## src/rtl/neb_pkg.sv

```systemverilog
`default_nettype none
// +----------------------------------------------------------------------+
// | Module   : neb_pkg                                                   |
// | Brief    : Shared types and default sizes for the shared-adder tile. |
// | Revision : 1.0                                                       |
// +----------------------------------------------------------------------+
package neb_pkg;

    localparam int NEB_W    = 8;
    localparam int NEB_NREQ = 4;

    typedef enum logic [1:0] {
        ST_IDLE = 2'd0,
        ST_EXEC = 2'd1,
        ST_RESP = 2'd2
    } state_t;

endpackage
`default_nettype wire

```

## src/rtl/neb_add_arb_if.sv

```systemverilog
`default_nettype none
// +----------------------------------------------------------------------+
// | Module   : neb_add_arb_if                                            |
// | Brief    : Request/grant and valid/ready response bundle.            |
// | Revision : 1.0                                                       |
// +----------------------------------------------------------------------+
interface neb_add_arb_if
    import neb_pkg::*;
#(
    parameter int NREQ = NEB_NREQ,
    parameter int W    = NEB_W
);
    localparam int IDW = $clog2(NREQ);

    logic [NREQ-1:0]   req;
    logic [NREQ*W-1:0] req_a;
    logic [NREQ*W-1:0] req_b;
    logic [NREQ-1:0]   gnt;
    logic              rsp_valid;
    logic              rsp_ready;
    logic [IDW-1:0]    rsp_id;
    logic [W-1:0]      rsp_sum;
    logic              rsp_carry;

    // slave is the arbiter side; master is the requester/consumer side
    modport slave (
        input  req, req_a, req_b, rsp_ready,
        output gnt, rsp_valid, rsp_id, rsp_sum, rsp_carry
    );

    modport master (
        output req, req_a, req_b, rsp_ready,
        input  gnt, rsp_valid, rsp_id, rsp_sum, rsp_carry
    );

endinterface
`default_nettype wire

```

## src/rtl/neb_rr_pick.sv

```systemverilog
`default_nettype none
// +----------------------------------------------------------------------+
// | Module   : neb_rr_pick                                               |
// | Brief    : Combinational round-robin selector, search from ptr up.   |
// | Revision : 1.0                                                       |
// +----------------------------------------------------------------------+
module neb_rr_pick #(
    parameter  int NREQ = 4,
    localparam int IDW  = $clog2(NREQ)
) (
    input  logic [NREQ-1:0] req,
    input  logic [IDW-1:0]  ptr,
    output logic [NREQ-1:0] onehot,
    output logic [IDW-1:0]  idx,
    output logic            any
);

    int w_j;

    // Walk offsets high to low so the smallest offset from ptr wins last.
    always_comb begin
        onehot = '0;
        idx    = '0;
        any    = 1'b0;
        w_j    = 0;
        for (int k = NREQ - 1; k >= 0; k--) begin
            w_j = int'(ptr) + k;
            if (w_j >= NREQ) begin
                w_j = w_j - NREQ;
            end
            if (req[w_j]) begin
                idx = w_j[IDW-1:0];
                any = 1'b1;
            end
        end
        if (any) begin
            onehot[idx] = 1'b1;
        end
    end

endmodule
`default_nettype wire

```

## src/rtl/neb_add_arb.sv

```systemverilog
`default_nettype none
// +----------------------------------------------------------------------+
// | Module   : neb_add_arb                                               |
// | Brief    : Round-robin scheduler sharing one adder among requesters. |
// | Revision : 1.0                                                       |
// +----------------------------------------------------------------------+
module neb_add_arb
    import neb_pkg::*;
#(
    parameter int NREQ = NEB_NREQ,
    parameter int W    = NEB_W
) (
    input  logic          clk,
    input  logic          rst_n,
    input  logic          ena,
    neb_add_arb_if.slave  bus,
    output logic          busy,
    output logic [7:0]    op_cnt
);

    localparam int IDW = $clog2(NREQ);

    state_t          r_state;
    logic [IDW-1:0]  r_ptr;
    logic [IDW-1:0]  r_cap_id;
    logic [W-1:0]    r_a;
    logic [W-1:0]    r_b;
    logic [IDW-1:0]  r_rsp_id;
    logic [W-1:0]    r_sum;
    logic            r_carry;
    logic            r_valid;
    logic            r_busy;
    logic [7:0]      r_op_cnt;

    logic [NREQ-1:0] w_win_oh;
    logic [IDW-1:0]  w_win_idx;
    logic            w_any;
    logic            w_start;
    logic [W-1:0]    w_a;
    logic [W-1:0]    w_b;
    logic [W:0]      w_add;

    neb_rr_pick #(
        .NREQ (NREQ)
    ) u_pick (
        .req    (bus.req),
        .ptr    (r_ptr),
        .onehot (w_win_oh),
        .idx    (w_win_idx),
        .any    (w_any)
    );

    assign w_start = (r_state == ST_IDLE) && ena && w_any;
    assign w_a     = bus.req_a[int'(w_win_idx)*W +: W];
    assign w_b     = bus.req_b[int'(w_win_idx)*W +: W];
    assign w_add   = {1'b0, r_a} + {1'b0, r_b};

    // Grant is a combinational pulse so operands are captured in the same cycle.
    assign bus.gnt       = w_start ? w_win_oh : '0;
    assign bus.rsp_valid = r_valid;
    assign bus.rsp_id    = r_rsp_id;
    assign bus.rsp_sum   = r_sum;
    assign bus.rsp_carry = r_carry;
    assign busy          = r_busy;
    assign op_cnt        = r_op_cnt;

    always_ff @(posedge clk or negedge rst_n) begin
        if (!rst_n) begin
            r_state  <= ST_IDLE;
            r_ptr    <= '0;
            r_cap_id <= '0;
            r_a      <= '0;
            r_b      <= '0;
            r_rsp_id <= '0;
            r_sum    <= '0;
            r_carry  <= 1'b0;
            r_valid  <= 1'b0;
            r_busy   <= 1'b0;
            r_op_cnt <= '0;
        end else begin
            case (r_state)
                ST_IDLE: begin
                    if (w_start) begin
                        r_a      <= w_a;
                        r_b      <= w_b;
                        r_cap_id <= w_win_idx;
                        r_ptr    <= (w_win_idx == IDW'(NREQ - 1)) ? '0
                                                                  : w_win_idx + IDW'(1);
                        r_busy   <= 1'b1;
                        r_state  <= ST_EXEC;
                    end
                end
                ST_EXEC: begin
                    r_sum    <= w_add[W-1:0];
                    r_carry  <= w_add[W];
                    r_rsp_id <= r_cap_id;
                    r_valid  <= 1'b1;
                    r_state  <= ST_RESP;
                end
                ST_RESP: begin
                    if (bus.rsp_ready) begin
                        r_valid  <= 1'b0;
                        r_busy   <= 1'b0;
                        r_op_cnt <= r_op_cnt + 8'd1;
                        r_state  <= ST_IDLE;
                    end
                end
                default: begin
                    r_state <= ST_IDLE;
                end
            endcase
        end
    end

endmodule
`default_nettype wire

```

## src/flat_wrapper.sv

```systemverilog
// flat-port wrapper written by rule: the top's interface ports become plain ports
module neb_add_arb_flat import neb_pkg::*;
#(
    parameter int NREQ = NEB_NREQ,
    parameter int W    = NEB_W
)
  (clk, rst_n, ena, busy, op_cnt, bus_req, bus_req_a, bus_req_b, bus_rsp_ready, bus_gnt, bus_rsp_valid, bus_rsp_id, bus_rsp_sum, bus_rsp_carry);
  neb_add_arb_if #(.NREQ(NREQ), .W(W)) bus_i ();
  input  logic clk;
  input  logic rst_n;
  input  logic ena;
  output logic busy;
  output logic [7:0] op_cnt;
  input wire logic [$bits(bus_i.req)-1:0] bus_req;
  input wire logic [$bits(bus_i.req_a)-1:0] bus_req_a;
  input wire logic [$bits(bus_i.req_b)-1:0] bus_req_b;
  input wire logic [$bits(bus_i.rsp_ready)-1:0] bus_rsp_ready;
  output wire logic [$bits(bus_i.gnt)-1:0] bus_gnt;
  output wire logic [$bits(bus_i.rsp_valid)-1:0] bus_rsp_valid;
  output wire logic [$bits(bus_i.rsp_id)-1:0] bus_rsp_id;
  output wire logic [$bits(bus_i.rsp_sum)-1:0] bus_rsp_sum;
  output wire logic [$bits(bus_i.rsp_carry)-1:0] bus_rsp_carry;
  assign bus_i.req = bus_req;
  assign bus_i.req_a = bus_req_a;
  assign bus_i.req_b = bus_req_b;
  assign bus_i.rsp_ready = bus_rsp_ready;
  assign bus_gnt = bus_i.gnt;
  assign bus_rsp_valid = bus_i.rsp_valid;
  assign bus_rsp_id = bus_i.rsp_id;
  assign bus_rsp_sum = bus_i.rsp_sum;
  assign bus_rsp_carry = bus_i.rsp_carry;
  neb_add_arb #(.NREQ(NREQ), .W(W)) u_core (.clk(clk), .rst_n(rst_n), .ena(ena), .bus(bus_i), .busy(busy), .op_cnt(op_cnt));
endmodule
```

## config.mk

```make
export PLATFORM = sky130hd
export DESIGN_NAME = neb_add_arb_flat
export DESIGN_NICKNAME = d
export VERILOG_FILES = /design/src/rtl/neb_pkg.sv /design/src/rtl/neb_add_arb_if.sv /design/src/rtl/neb_rr_pick.sv /design/src/rtl/neb_add_arb.sv /design/src/flat_wrapper.sv
export SDC_FILE = /design/constraint.sdc
export NUM_CORES = 1
export LEC_CHECK = 0
export ABC_AREA = 1
export BUFFER_PORTS_ARGS = -buffer_cell sky130_fd_sc_hd__buf_2
export CAP_MARGIN = 10
export CELL_PAD_IN_SITES_DETAIL_PLACEMENT = 1
export CELL_PAD_IN_SITES_GLOBAL_PLACEMENT = 1
export CORE_UTILIZATION = 40
export CTS_BUF_LIST = sky130_fd_sc_hd__clkbuf_2 sky130_fd_sc_hd__clkbuf_4 sky130_fd_sc_hd__clkbuf_8
export CTS_CLUSTER_SIZE = 10
export DETAILED_ROUTE_END_ITERATION = 10
export GPL_TIMING_DRIVEN = 0
export HOLD_SLACK_MARGIN = 0.02
export PLACE_DENSITY_LB_ADDON = 0.2
export SLEW_MARGIN = 0
export SYNTH_ARGS = -nofsm -noshare
export SYNTH_HDL_FRONTEND = slang
export SYNTH_SLANG_ARGS = --single-unit
```

## constraint.sdc

```tcl
create_clock -name clk -period 6.16 [get_ports clk]
set_clock_uncertainty 0.2 [all_clocks]
set_input_delay 1.232 -clock clk [delete_from_list [all_inputs] [get_ports clk]]
set_output_delay 1.232 -clock clk [all_outputs]
set_load 0.02 [all_outputs]
```

* Yosys cells after proc, flatten, opt, wreduce, memory -nomap -nowiden
Index checks and enable logic that the tools add are counted.
Word-level totals: register bits after elaboration 43, output and inout bits 25
Operators by class: add/subtract/negate cells 10, $lt $le $gt $ge 10, equality and inequality tests 5, shift-type cells 2, mux-type cells 36, reduce and logical (&&, ||, !) cells 11
Operators with widths (count):
- 32-bit by 4-bit < comparator with 1-bit output (second input constant) | 4
- 32-bit 2-to-1 mux | 4
- 32-bit by 6-bit indexed part select with 8-bit output | 2
- 32-bit by 4-bit >= comparator with 1-bit output (second input constant) | 1
- 32-bit by 4-bit subtractor with 32-bit output (second input constant) | 1
- 1-bit 2-to-1 mux | 15
- 2-bit 2-to-1 mux | 7
- 8-bit by 8-bit adder with 9-bit output | 1
- 8-bit by 1-bit adder with 8-bit output (second input constant) | 1
- 1-bit binary-select mux with 2-bit select | 4
- 4-bit 2-to-1 mux | 2
- 2-bit AND reduction | 4
- 3-bit by 3-bit subtractor with 4-bit output (second input constant) | 2
- 2-bit by 2-bit adder with 3-bit output (second input constant) | 2
- 3-bit >= comparator (second input constant) | 2
- 2-bit case mux with 3 select lines | 1
- 2-bit equality test (second input constant) | 2
- 1-bit case mux with 2 select lines | 2
- 2-bit nonzero test | 2
- 2-bit by 3-bit subtractor with 4-bit output (second input constant) | 1
- 2-bit by 1-bit adder with 3-bit output (second input constant) | 1
- 2-bit by 3-bit >= comparator with 1-bit output (second input constant) | 1
- 1-bit logical AND | 3
- 2-bit by 3-bit < comparator with 1-bit output (second input constant) | 1
- other kinds (8) | 8

* Depth between registers and ports, before layout
Gate-level depths: netlist of the first run.
word-level depth 16, mapped depth 15, gate-level depth less buffers 14

* Modules after synthesis
A second synthesis of the first run with hierarchy kept.
Second synthesis, totals: cells, all modules 396, area, all modules 2742.6 sq um
By module, submodules not included:
- neb_add_arb | instances 1, cells each 341, area an instance 2501.1 sq um
- neb_rr_pick | instances 1, cells each 55, area an instance 241.5 sq um

* Least setup slack after synthesis of the first run
Ideal clock, no wire load.
kind input-to-output, start point in bus_req[2], end point out bus_gnt[3], arrival time 2.592 ns, path slack 2.136 ns, cell stages on the path 13, cells stage by stage inv_1 > o21ai_0 > nand2_1 > nand2_1 > inv_2 > nand2_1 > nand2_2 > nand2_2 > buf_6 > buf_6 > ha_1 > inv_1 > nor2_1
On the way: word-level cells in the longest chain between the ends 13, elaborated cells between the ends (all ways) 28
RTL lines:
- from (decl) | line flat_wrapper.sv:14 | input wire logic [$bits(bus_i.req)-1:0] bus_req;
- 1-bit binary-select mux with 2-bit select | line neb_rr_pick.sv:31 | if (req[w_j]) begin
- 1-bit 2-to-1 mux (implied by the code) (2 in series) | line neb_rr_pick.sv:31
- 2-bit 2-to-1 mux (4 in series) | line neb_rr_pick.sv:31
- 2-bit by 3-bit < comparator with 1-bit output (implied by the code) / 2-bit by 1-bit >= comparator with 1-bit output (equally long branches) | line neb_rr_pick.sv:37 | onehot[idx] = 1'b1;
- 1-bit logical AND (implied by the code) | line neb_rr_pick.sv:37
- 1-bit 2-to-1 mux (implied by the code) | line neb_rr_pick.sv:37
- 1-bit demux with 2-bit select | line neb_rr_pick.sv:37
- 4-bit 2-to-1 mux | line neb_rr_pick.sv:36 | if (any) begin
- 4-bit 2-to-1 mux * | line neb_add_arb.sv:59 | assign bus.gnt = w_start ? w_win_oh : '0;
- to (decl) | line flat_wrapper.sv:18 | output wire logic [$bits(bus_i.gnt)-1:0] bus_gnt;
Mark *: on every way between the ends. The rest lies on a longest branch, timed or not. The select of a mux whose other input is x is not followed.

* Worst setup path in the final report of the first run
Ends and elaborated chain as after synthesis.

==> results of run 1 <==
-- area by class of cell --
type / count / area [um^2] / area share, %
multi-input combinational: 286 / 1500 / 40.9
sequential: 43 / 1080 / 29.2
timing repair buffer: 96 / 480 / 13.1
inverter: 76 / 285 / 7.75
tap: 99 / 124 / 3.37
buffer: 16 / 123 / 3.33
clock buffer: 6 / 82.6 / 2.24
clock inverter: 1 / 5.00 / 0.136
-- synth_stat cells, types with 2 or more instances --
library cell / number
sky130_fd_sc_hd__a21oi_1: 8
sky130_fd_sc_hd__buf_2: 5
sky130_fd_sc_hd__buf_6: 7
sky130_fd_sc_hd__clkbuf_1: 3
sky130_fd_sc_hd__dfrtp_1: 43
sky130_fd_sc_hd__ha_1: 10
sky130_fd_sc_hd__inv_1: 72
sky130_fd_sc_hd__inv_2: 3
sky130_fd_sc_hd__nand2_1: 142
sky130_fd_sc_hd__nand2_2: 2
sky130_fd_sc_hd__nand3_1: 52
sky130_fd_sc_hd__nand3_2: 11
sky130_fd_sc_hd__nand4_1: 2
sky130_fd_sc_hd__nor2_1: 14
sky130_fd_sc_hd__nor3_1: 2
sky130_fd_sc_hd__o211ai_2: 7
sky130_fd_sc_hd__o21ai_0: 11
sky130_fd_sc_hd__o21ai_1: 2
sky130_fd_sc_hd__or2_0: 7
sky130_fd_sc_hd__xnor2_1: 3
sky130_fd_sc_hd__xor2_1: 6
-- cell families after synthesis --
kind of cell | Yosys count | share of synthesized area, %
buf+inv | 92 | 13.7
simple gates | 236 | 35.8
flops | 43 | 36.0
fa+ha+maj | 11 | 4.86
xor+xnor | 9 | 2.64
compound gates | 30 | 6.99
-- flip-flops by register name, summed over array words and instances (netlist names) --
register / count
u_core.bus.rsp_sum: 8
u_core.op_cnt: 8
u_core.r_a: 8
u_core.r_b: 8
u_core.bus.rsp_id: 2
u_core.r_cap_id: 2
u_core.r_ptr: 2
u_core.r_state: 2
u_core.bus.rsp_carry: 1
u_core.bus.rsp_valid: 1
u_core.busy: 1
-- worst min-delay path, cell delays in order (launching register included) --
cell and delay (ns):
sky130_fd_sc_hd__dfrtp_1 0.35, sky130_fd_sc_hd__nand2_1 0.05, sky130_fd_sc_hd__nand2_1 0.04
-- how the worst min path moves through the flow --
stage	startpoint	cells past startpoint	endpoint
2_1_floorplan	u_core.r_a[2]	2	u_core.r_a[2]
3_3_place_gp	u_core.bus.rsp_sum[1]	2	u_core.bus.rsp_sum[1]
6_report	u_core.bus.rsp_sum[0]	2	u_core.bus.rsp_sum[0]
5_1_grt	u_core.op_cnt[7]	1	u_core.op_cnt[7]
4_1_cts	u_core.op_cnt[7]	1	u_core.op_cnt[7]
3_5_place_dp	u_core.op_cnt[7]	1	u_core.op_cnt[7]
-- report_power, final --
group | internal (W) | switching [W] | total, W | leakage [nW]
combinational | 0.000502 | 0.000893 | 0.00139 | 1.61
clock | 0.0000880 | 0.0000918 | 0.000180 | 0.0470
sequential | 0.000414 | 0.0000903 | 0.000504 | 0.530
-- per-layer routing --
layer,global-route usage (%),up-vias,wire [um]
li1,-,1506,-
met1,29.4,1358,3740
met2,39.3,72,4090
met3,2.99,4,246
met4,4.40,0,33
met5,0,-,0
-- stage by stage --
step,instance area (um^2),worst slack [ns]
3_3_place_gp,3590,1.86
5_1_grt,3680,1.62
2_1_floorplan,2990,2.14
6_report,3680,1.84
3_5_place_dp,3590,1.82
4_1_cts,3680,1.82
==> summary by stage, run 1 <==
Timing
In the finished design, the share of the clock period the worst path needs comes to 70.2%. Measured against its own limit, the worst slew margin works out to 37.7%. Setup repair after global routing left no endpoint under its margin. Summed over all failing endpoints, the final setup total negative slack is 0 ns. For this run, the top clock speed supported by timing is 231 MHz. The worst path in the final design needs a cycle of 4.32 ns, including I/O delays and setup. The total setup violations reported at the end of the flow is 0. The transition time of the tightest slew-check pin is 0.935 ns. The count of final hold-check violations was 0. The max-slew violation count was 0.

The tightest hold path in the finished design has a slack of 0.273 ns.

Yosys
In the synthesized netlist the async set-or-reset flop fraction comes to 100%. The synthesized design contains 43 register bits. The average instance area after synthesis is 7.10 um^2. The post-synthesis cell count is 421. The most used flip-flop cell after synthesis is sky130_fd_sc_hd__dfrtp_1. The share of the yosys chip area belonging to registers is 36.0%. In the post-synthesis netlist, the biggest area contributors are sky130_fd_sc_hd__dfrtp_1 (36%), sky130_fd_sc_hd__nand2_1 (18%), sky130_fd_sc_hd__inv_1 (9.0%). Yosys mapped the design onto 30 distinct sky130hd cell types.

The area of the mapped netlist is 0.00299 mm^2. Counting every net in the synthesized netlist gives 504. Summed over its instances, the top area cell type makes up 36.0% of the synthesized netlist area. The count of flip-flops with a built-in enable after synthesis is 0. The yosys synthesis warning count is 0.

The cell type with the highest aggregate area in the netlist is sky130_fd_sc_hd__dfrtp_1.

GRT
The initial antenna violation count came to 0. Global routing used 22.3% of the available tracks. Entering global routing, the biggest net connects 44 pins. Global routing finished with a remaining overflow of 0. The global-route wire length before repair is 13.6 mm. The via count of the first global-routing pass was 2979.

Clock tree
The post-cts sizing count is 0. The root cell of the clock tree is sky130_fd_sc_hd__clkbuf_8. For this design, the CTS-stage hold fixing added 0 buffers. The clock sink count is 43. Clock tree synthesis inserted a total of 5 buffers. Counting along the longest clock path gives a buffer depth of 2. TritonCTS built the clock tree. The number of post-CTS setup repair buffers is 0. CTS built an H-tree with a depth of 2. The latest clock arrival within the worst-skew pair is 0.30 ns. The clock slew seen by the registers of the worst setup and hold paths is 0.07 ns.

Placement
The number of cells after detailed placement is 616. Routability-driven placement finished with a final weighted congestion of 0.831. The half-perimeter wire length after placement is 6.60 mm. The number of buffers added on ports is 96.

Power and ir drop
IR analysis of the VDD net gives a maximum drop of 0.175 mV. Overall power consumption after layout is estimated at 0.00208 W. Power spread over the standard cell area amounts to 565 mW/mm^2.

Summed over all cells, the static leakage comes to 2.19 nW.

Setup path
The slowest stage of the critical path is the sky130_fd_sc_hd__o21ai_0 cell. In this design, the stage delay of the slowest critical-path cell is 0.22 ns. The launch instance of the worst register-to-register path is u_core.r_ptr[0]. The endpoint of the most critical setup path is bus_gnt[3]. The critical path goes through buf_2 > inv_1 > o21ai_0 > nand2_1 > nand2_1 > inv_2 > nand2_1 > nand2_2 > nand2_2 > buf_6 > buf_6 > ha_1 > inv_1 > nor2_1 > buf_2.

STA classifies the critical path endpoint as an output port. The critical path's most frequent cell is sky130_fd_sc_hd__nand2_1. The worst register-to-register path ends at u_core.r_ptr[0]. The kind of cell with the highest combined delay along the critical path is buffers and inverters. The type of element launching the critical path is an input pin.

The number of cells on the worst reg-to-reg path is 14. The critical path launch point is bus_req[2]. The combined buffer and inverter count along the critical path is 7. The worst endpoint data arrival time is 2.89 ns. In this run the number of cells on the critical path is 15. The required time at the endpoint of the critical path is 4.73 ns.

The critical path class is input pin to output port. The worst-case register-to-register setup slack is 3.85 ns. The maximum fanout encountered on the critical timing path is 10.

Die
The die width is 88.4 um. The die covers 0.00782 mm^2. Pin placement for this block handled 97 I/O pins.

The die boundary height is 88.4 um. The core area is 0.00725 mm^2. The initial utilization of the core area, before any placement, comes to 41.2%.

In this run the core area contains 31 standard-cell rows.

Finish
The library cells used most frequently in the layout, excluding fill and tap cells, are sky130_fd_sc_hd__nand2_1 (142), sky130_fd_sc_hd__buf_2 (101), sky130_fd_sc_hd__inv_1 (72). Cells with a size suffix above 1 make up 27.5% of the layout. The final cell count without fillers is 623.

The area growth from synthesis to layout is 23.2%. The antenna diode count is 0. The most common library cell in the layout ignoring fill and taps is sky130_fd_sc_hd__nand2_1.

Counting the fill cells in the layout gives 996. The net count of the finished layout is 607. Measured on the finished design, the core utilization comes to 50.7%.

Route
The number of DRC markers after the initial detailed-route iteration is 94. After detailed routing, the average wire length per cell comes to 13.0 um. Once detail routing completed, the nets flagged for antenna violations numbered 0. The count of TritonRoute iterations in the first routing pass is 4.

After detailed routing, the number of remaining DRC violations is 0. The detailed router placed 2940 vias in this run. The routed via count divided by cell count is 4.72. The routed design has 8.11 mm of wire.

Status
The run finished with clean final reports.

Worst hold path
The path category of the worst min-delay check is register to register.

Flow run
Across the run, the number of max-cap violations was 0.
Note: power is estimated with default switching activity, not from simulation.
==> run 2, diff against run 1 <==
--- a/config.mk
+++ b/config.mk
@@ -5,12 +5,12 @@
 export SDC_FILE = /design/constraint.sdc
 export NUM_CORES = 1
 export LEC_CHECK = 0
-export ABC_AREA = 1
+export ABC_AREA = 0
 export BUFFER_PORTS_ARGS = -buffer_cell sky130_fd_sc_hd__buf_2
 export CAP_MARGIN = 10
 export CELL_PAD_IN_SITES_DETAIL_PLACEMENT = 1
 export CELL_PAD_IN_SITES_GLOBAL_PLACEMENT = 1
-export CORE_UTILIZATION = 40
+export CORE_UTILIZATION = 38
 export CTS_BUF_LIST = sky130_fd_sc_hd__clkbuf_2 sky130_fd_sc_hd__clkbuf_4 sky130_fd_sc_hd__clkbuf_8
 export CTS_CLUSTER_SIZE = 10
 export DETAILED_ROUTE_END_ITERATION = 10
==> constraint.sdc (replaced) <==
create_clock -name clk -period 4.27 [get_ports clk]
set_clock_uncertainty 0.2 [all_clocks]
set_input_delay 0.854 -clock clk [delete_from_list [all_inputs] [get_ports clk]]
set_output_delay 0.854 -clock clk [all_outputs]
set_load 0.02 [all_outputs]
==> run 2 against run 1 <==
Largest power group unchanged. Critical path type unchanged. Critical endpoint is now bus_gnt[2]. Synthesized area decreased by 16%. Via count decreased by 27%. Highest routed layer unchanged. Combinational power decreased by 17%. Largest cell class unchanged. Core utilization decreased by 0.96 points.
==> summary by stage, run 2 <==
Finish
The net count of the finished layout is 421. Cells fill 49.8% of the core in the end. 0 antenna diodes ended up in the layout. After the flow finishes, the layout carries non-filler instances totaling 415. The library cell used most frequently in the layout, excluding fill and tap cells, is sky130_fd_sc_hd__buf_2.

In the layout the commonest cells are sky130_fd_sc_hd__buf_2 (97), sky130_fd_sc_hd__dfrtp_1 (43), sky130_fd_sc_hd__mux2i_1 (33). The area growth from synthesis to layout is 26.6%. Counting the fill cells in the layout gives 770. The fraction of final layout cells sized beyond drive strength 1 is 35.8%.

Setup path
Among all stages on the critical path, the largest delay is contributed by sky130_fd_sc_hd__or4_1. STA classifies the critical path startpoint as an input pin. The critical path runs through a total of 8 cells. The required time at the endpoint of the critical path is 3.22 ns. The cell family with the largest share of critical-path delay is simple AND/OR/NAND/NOR gates. The critical path's most frequent cell is sky130_fd_sc_hd__buf_2.

The critical path's largest stage delay is 0.53 ns. The number of cells on the worst reg-to-reg path is 7. For the worst setup path, the data arrival time is 2.37 ns. The critical path endpoint category is an output port. Counting both buffers and inverters, the worst setup path holds a total of 4. The critical path class is input pin to output port. The maximum fanout encountered on the critical timing path is 10. Walking the worst path, the cells encountered are buf_2 > or4_1 > nand3_2 > inv_2 > nand2_2 > buf_2 > nor2_1 > buf_2.

Timing
The achievable frequency is 292 MHz. The share of the cycle needed by the critical path after routing is 80.1%. Setup violations remaining at the end of the flow were counted as 0. For the pin with the worst max-slew slack, the measured transition is 0.945 ns.

The smallest clock period supported by the final layout is computed as 3.42 ns. The count of final hold-check violations came to 0. The max-slew violation count is 0.

Setup repair after global routing left no endpoint under its margin. Setup total negative slack on the finished layout was measured at 0 ns. Once routing completed, OpenROAD measured the worst setup slack at 0.848 ns.

The worst slew margin relative to its limit is 37.0%.

Route
The detailed-routed wire length on met2 is 3.04 mm. The average wire per standard cell is 14.9 um. The final wirelength is 6.18 mm. The post-detailed-route count of antenna-violating nets is 0. The total routed wire length on the met1 layer is 2.77 mm.

The routed via count divided by cell count is 5.18. The post-detailed-route DRC marker count is 0. The highest layer touched by signal routing is met4. In this run, the number of DRC markers left after iteration 0 of detailed routing was 59. The vias after detailed routing is 2149.

The count of TritonRoute iterations in the first routing pass is 4. Detailed routing placed a total of 239 um of wire on met3.

Power and ir drop
Power spread over the standard cell area amounts to 676 mW/mm^2. The post-layout total power is 0.00214 W. Across the VDD grid, the largest voltage drop is 0.310 mV. Summed over all cells, the static leakage comes to 1.62 nW.

Yosys
The total nets after synthesis is 318. After synthesis, flip-flops and latches occupy 43.1% of the total area. After synthesis, the largest area contributor takes up 43.1% of total cell area.

The post-synthesis cell count is 235. Yosys attributes the largest share of cell area to sky130_fd_sc_hd__dfrtp_1 (43%), sky130_fd_sc_hd__mux2i_1 (13%), sky130_fd_sc_hd__a2bb2oi_1 (5.6%). Dividing the synthesized area by the synthesized cell count gives 10.6 um^2.

The count of flip-flops with a built-in enable after synthesis is 0. Synthesis inferred 43 register bits. The async set-or-reset flop fraction in the synthesized netlist is 100%.

Among all flip-flop cells after synthesis, the most frequent one is sky130_fd_sc_hd__dfrtp_1. By count the netlist is led by sky130_fd_sc_hd__dfrtp_1 (43), sky130_fd_sc_hd__mux2i_1 (33), sky130_fd_sc_hd__nand2_1 (22). The count of different cell masters after synthesis is 46. The area of the mapped netlist is 0.00250 mm^2. Among all cell types in the netlist, the one instantiated most often is sky130_fd_sc_hd__dfrtp_1. The Yosys step of the flow raised 0 warnings. The cell type with the highest aggregate area in the netlist is sky130_fd_sc_hd__dfrtp_1.

Clock tree
The cell sitting at the root of the clock tree is a sky130_fd_sc_hd__clkbuf_8. Once the clock tree was built, the setup fixing pass inserted 0 buffers. The total CTS buffers is 5. After clock tree synthesis, the clock-pin slew on the worst setup and hold paths is 0.08 ns. The H-tree generated during clock tree synthesis spans 2 levels. The tree built by TritonCTS fans out to 43 sinks. TritonCTS built the clock tree. For this design, the CTS-stage hold fixing added 0 buffers. In this run the deepest clock path goes through 2 buffers. In this run, post-CTS repair resized a total of 0 instances. At the later pin of the worst-skew pair, clock insertion delay measures 0.29 ns.

GRT
For this run, the total global-route usage over all layers was measured as 19.0%. Entering global routing, the biggest net connects 44 pins. The initial antenna violation count is 0. The first global-routing pass estimated 10.7 mm of wire. The via count of the first global-routing pass came to 2269.

The global-route congestion overflow total is 0.

Die
In this run the core area contains 29 standard-cell rows. The initial core utilization is 39.3%. The core area is 0.00635 mm^2. The I/O pin total is 97. The die boundary height is 83.1 um.

The die width is 83.1 um. The total die area is 0.00690 mm^2.

Placement
After legalization and detailed placement, the total HPWL measured 4.95 mm. The congestion estimate from routability-driven global placement came to 0.800. In this run the tool buffered the top-level ports with 96 buffer cells. The placement-stage worst setup slack is 0.827 ns.

Once placement completed, the tool counted placed cells totaling 408.

Worst hold path
The number of cells on the worst hold path is 1. The path category of the worst min-delay check is register to register.

Flow run
Across the run, the number of max-cap violations was 0.

Status
The flow ran to the end, and the final reports show no timing, DRC or antenna violations.
[run 2: worst paths after layout]
| path | endpoint | slack, ns | start |
|---|---|---|---|
| min | u_core.op_cnt[7] | 0.27 | u_core.op_cnt[7] |
| min reg2reg | u_core.op_cnt[7] | 0.27 | u_core.op_cnt[7] |
| max in group asynchronous | u_core.r_b[4] | 2.78 | rst_n |
| max | bus_gnt[2] | 0.85 | bus_req[2] |
| min in group asynchronous | u_core.op_cnt[3] | 0.51 | rst_n |
| max reg2reg | u_core.bus.rsp_sum[6] | 1.96 | u_core.r_b[0] |
[run 2: cell type report]
class / instances / area (um^2) / area share, %
multi-input cells: 173 / 1310 / 41.3
well taps: 77 / 96.3 / 3.05
flip-flops and latches: 43 / 1080 / 34.0
clock inverters: 1 / 5.00 / 0.158
inverters: 8 / 30.0 / 0.950
clock buffers: 6 / 82.6 / 2.61
repair buffers: 96 / 480 / 15.2
plain buffers: 11 / 85.1 / 2.69
[run 2: logic make-up after synthesis]
family | count (synthesis) | share of synthesized area [%]
fa+ha+maj | 11 | 5.81
simple gates | 54 | 10.4
xor+xnor | 11 | 3.86
buf+inv | 19 | 4.61
flops | 43 | 43.1
compound gates | 60 | 17.1
mux | 37 | 15.0
[run 2: where the power goes]
part,internal (W),total [W],switching (W)
Clock,0.000127,0.000263,0.000136
Combinational,0.000517,0.00115,0.000632
Sequential,0.000589,0.000724,0.000135
[run 2: per-layer routing]
metal  track usage (%)  vias up
li1                  -     1052
met1              24.4     1029
met2              32.0       58
met3              3.58       10
met4              6.74        0
met5                 0        -
[run 2: stage by stage]
| step | hold WS (ns) | instance area [um^2] |
|---|---|---|
| 3_5_place_dp | 0.260 | 3070 |
| 5_1_grt | 0.291 | 3160 |
| 6_report | 0.265 | 3160 |
| 4_1_cts | 0.274 | 3160 |
| 2_1_floorplan | 0.246 | 2500 |
| 3_3_place_gp | 0.257 | 3070 |
==> run 3, diff against run 2 <==
--- a/config.mk
+++ b/config.mk
@@ -5,12 +5,12 @@
 export SDC_FILE = /design/constraint.sdc
 export NUM_CORES = 1
 export LEC_CHECK = 0
-export ABC_AREA = 0
+export ABC_AREA = 1
 export BUFFER_PORTS_ARGS = -buffer_cell sky130_fd_sc_hd__buf_2
 export CAP_MARGIN = 10
 export CELL_PAD_IN_SITES_DETAIL_PLACEMENT = 1
 export CELL_PAD_IN_SITES_GLOBAL_PLACEMENT = 1
-export CORE_UTILIZATION = 38
+export CORE_UTILIZATION = 33
 export CTS_BUF_LIST = sky130_fd_sc_hd__clkbuf_2 sky130_fd_sc_hd__clkbuf_4 sky130_fd_sc_hd__clkbuf_8
 export CTS_CLUSTER_SIZE = 10
 export DETAILED_ROUTE_END_ITERATION = 10
==> constraint.sdc (replaced) <==
create_clock -name clk -period 2.8 [get_ports clk]
set_clock_uncertainty 0.2 [all_clocks]
set_input_delay 0.56 -clock clk [delete_from_list [all_inputs] [get_ports clk]]
set_output_delay 0.56 -clock clk [all_outputs]
set_load 0.02 [all_outputs]
==> run 3 against run 2 <==
Final cell count rose by 55%. Count of clock-buffer cells in the layout rose by 1. Combinational power rose to 3.2 times the previous value. First-iteration DRC count rose by 75%. Critical endpoint is now bus_gnt[3]. Highest routed layer unchanged.
==> summary by stage, run 3 (synthesized netlist as in run 1, its figures left out) <==
Setup path
Data arrives at the worst endpoint at 2.03 ns. The combined buffer and inverter count along the critical path is 3. The slowest library cell on the worst path is sky130_fd_sc_hd__dfrtp_2. The worst setup path is captured at an output port. Walking the worst path, the cells encountered are buf_6 > nand2_4 > o21ai_4 > nand2_2 > nand3_4 > nand3_4 > nand2_4 > ha_4 > inv_2 > nor2_4 > buf_6. The worst setup path is launched from a register. The critical path is of the register to output port type.

On the critical path the largest part of the delay comes from simple AND/OR/NAND/NOR gates. In this design, the stage delay of the slowest critical-path cell is 0.49 ns. Of all nets on the critical path, the largest fanout is 7. The required time at the endpoint of the critical path is 2.04 ns.

Finish
Measured on the finished design, the core utilization comes to 45.8%. The fraction of final layout cells sized beyond drive strength 1 is 35.6%. The area growth from synthesis to layout is 34.4%. The most common library cell in the layout ignoring fill and taps is sky130_fd_sc_hd__nand2_1. In the layout the commonest cells are sky130_fd_sc_hd__nand2_1 (127), sky130_fd_sc_hd__buf_2 (96), sky130_fd_sc_hd__inv_1 (67). The repair_antennas step left the layout with diodes totalling 0. The net count of the finished layout is 619.

GRT
The initial antenna violation count is 0. The overall global routing resource usage is 19.4%. The via count of the first global-routing pass is 3231. The global-route wire length before repair is 15.1 mm. Entering global routing, the biggest net connects 44 pins. For this run the aggregate overflow at the end of global routing stands at 0.

Power and ir drop
Dividing total power by cell area gives a power density of 1290 mW/mm^2. The post-layout total power is 0.00517 W. The worst-case IR drop observed on VDD is 0.437 mV. The leakage dissipation is 2.30 nW.

Timing
Setup repair after global routing could not meet its margin everywhere. The transition time of the tightest slew-check pin is 0.960 ns. The sum of negative setup slack is 0 ns.

The max-slew violation count is 0. After layout, the minimum clock period comes to 2.79 ns. The count of final hold-check violations was 0. Measured against its own limit, the worst slew margin works out to 36.0%. Based on the critical path, the design can be clocked at up to 358 MHz. Dividing the final minimum period by the clock period gives 99.8%. Setup violations remaining at the end of the flow were counted as 0.

Clock tree
The quantity of hold-fixing buffers added after cts is 0. The clock net in this run drives a total of 43 sinks. In this run the clock root is driven by a sky130_fd_sc_hd__clkbuf_8. The H-tree was split into 2 levels. The latest clock arrival within the worst-skew pair is 0.29 ns.

TritonCTS built the clock tree. The total CTS buffers is 5. The clock slew seen by the registers of the worst setup and hold paths is 0.08 ns.

The number of buffers between clock root and the deepest sink is 2.

Route
The routed via count divided by cell count is 4.69. In the routed design, unresolved DRC markers number 0. Detailed routing inserted a total of 3028 vias. Summed over all layers, the routed wires come to 8.95 mm. The first detailed-routing pass took 4 iterations.

The post-detailed-route count of antenna-violating nets is 0. The average wire per standard cell is 13.9 um. The detailed router finished its first iteration with 103 violations.

Die
The die width is 97.2 um. Once the floorplan was initialized, standard cells occupied 34.1% of the core. After floorplanning, the core was divided into 34 placement rows.

The die is 97.2 um tall. The I/O pin total is 97. The total die area is 0.00944 mm^2.

In this run the standard cell core region covers 0.00876 mm^2.

Placement
Once detailed placement completed, the half-perimeter wirelength came to 6.91 mm. The final weighted congestion in routability-driven placement is 0.769. Port buffering added 96 buffers.

Status
The flow ran to the end, and the final reports show no timing, DRC or antenna violations.

Worst hold path
The path category of the worst min-delay check is input pin to asynchronous set/reset pin.

Flow run
Across the run, the number of max-cap violations was 0.
-- run 3: area by class of cell --
cell class                 instances  area, um^2
multi-input combinational        286        1690
sequential                        43        1080
clock inverter                     1        5.00
fill                            1119        4750
inverter                          76         288
timing repair buffer             113         637
buffer                            11         104
tap                              108         135
clock buffer                       7        83.8
-- run 3: final timing paths --
path / from / to / slack, ns / depth (start not counted)
max: u_core.r_ptr[0] / bus_gnt[3] / 0.007 / 11
max in group asynchronous: rst_n / u_core.r_ptr[0] / 1.53 / 1
min: rst_n / u_core.op_cnt[4] / 0.21 / 1
min in group clk: u_core.op_cnt[7] / u_core.op_cnt[7] / 0.27 / 1
min reg2reg: u_core.op_cnt[7] / u_core.op_cnt[7] / 0.27 / 1
max reg2reg: u_core.r_ptr[0] / u_core.r_b[1] / 0.40 / 15
-- run 3: stage by stage --
| step | hold WS [ns] | worst slack [ns] | instances | instance area [um^2] |
|---|---|---|---|---|
| final | 0.211 | 0.00691 | 645 | 4020 |
| after global routing | 0.285 | -0.101 | 645 | 4020 |
| after CTS | 0.254 | 0.000588 | 642 | 3900 |
| after detailed placement | 0.260 | -0.275 | 625 | 3600 |
| after global placement | 0.252 | -0.227 | 625 | 3600 |
| after floorplan | 0.0644 | 0.120 | 421 | 2990 |
-- run 3: power breakdown --
part	leakage [nW]	internal (W)	switching, W
logic	1.72	0.00141	0.00223
clock network	0.0491	0.000195	0.000210
registers	0.529	0.000911	0.000206
total	2.30	0.00252	0.00265
-- run 3: repair_timing --
action,4_1_cts,5_1_grt
setup buffers,11,5
gates resized for setup,43,31
setup endpoints to repair,4,4
pin swaps,12,18
cloned,1,0
-- run 3: metal layers --
layer  vias to the layer above  track usage (%)  routed length (um)
met4                         0             4.59                  97
met2                        81             33.3                4310
li1                       1527                -                   -
met5                         -                0                   0
met3                         7             2.66                 366
met1                      1413             25.8                4180
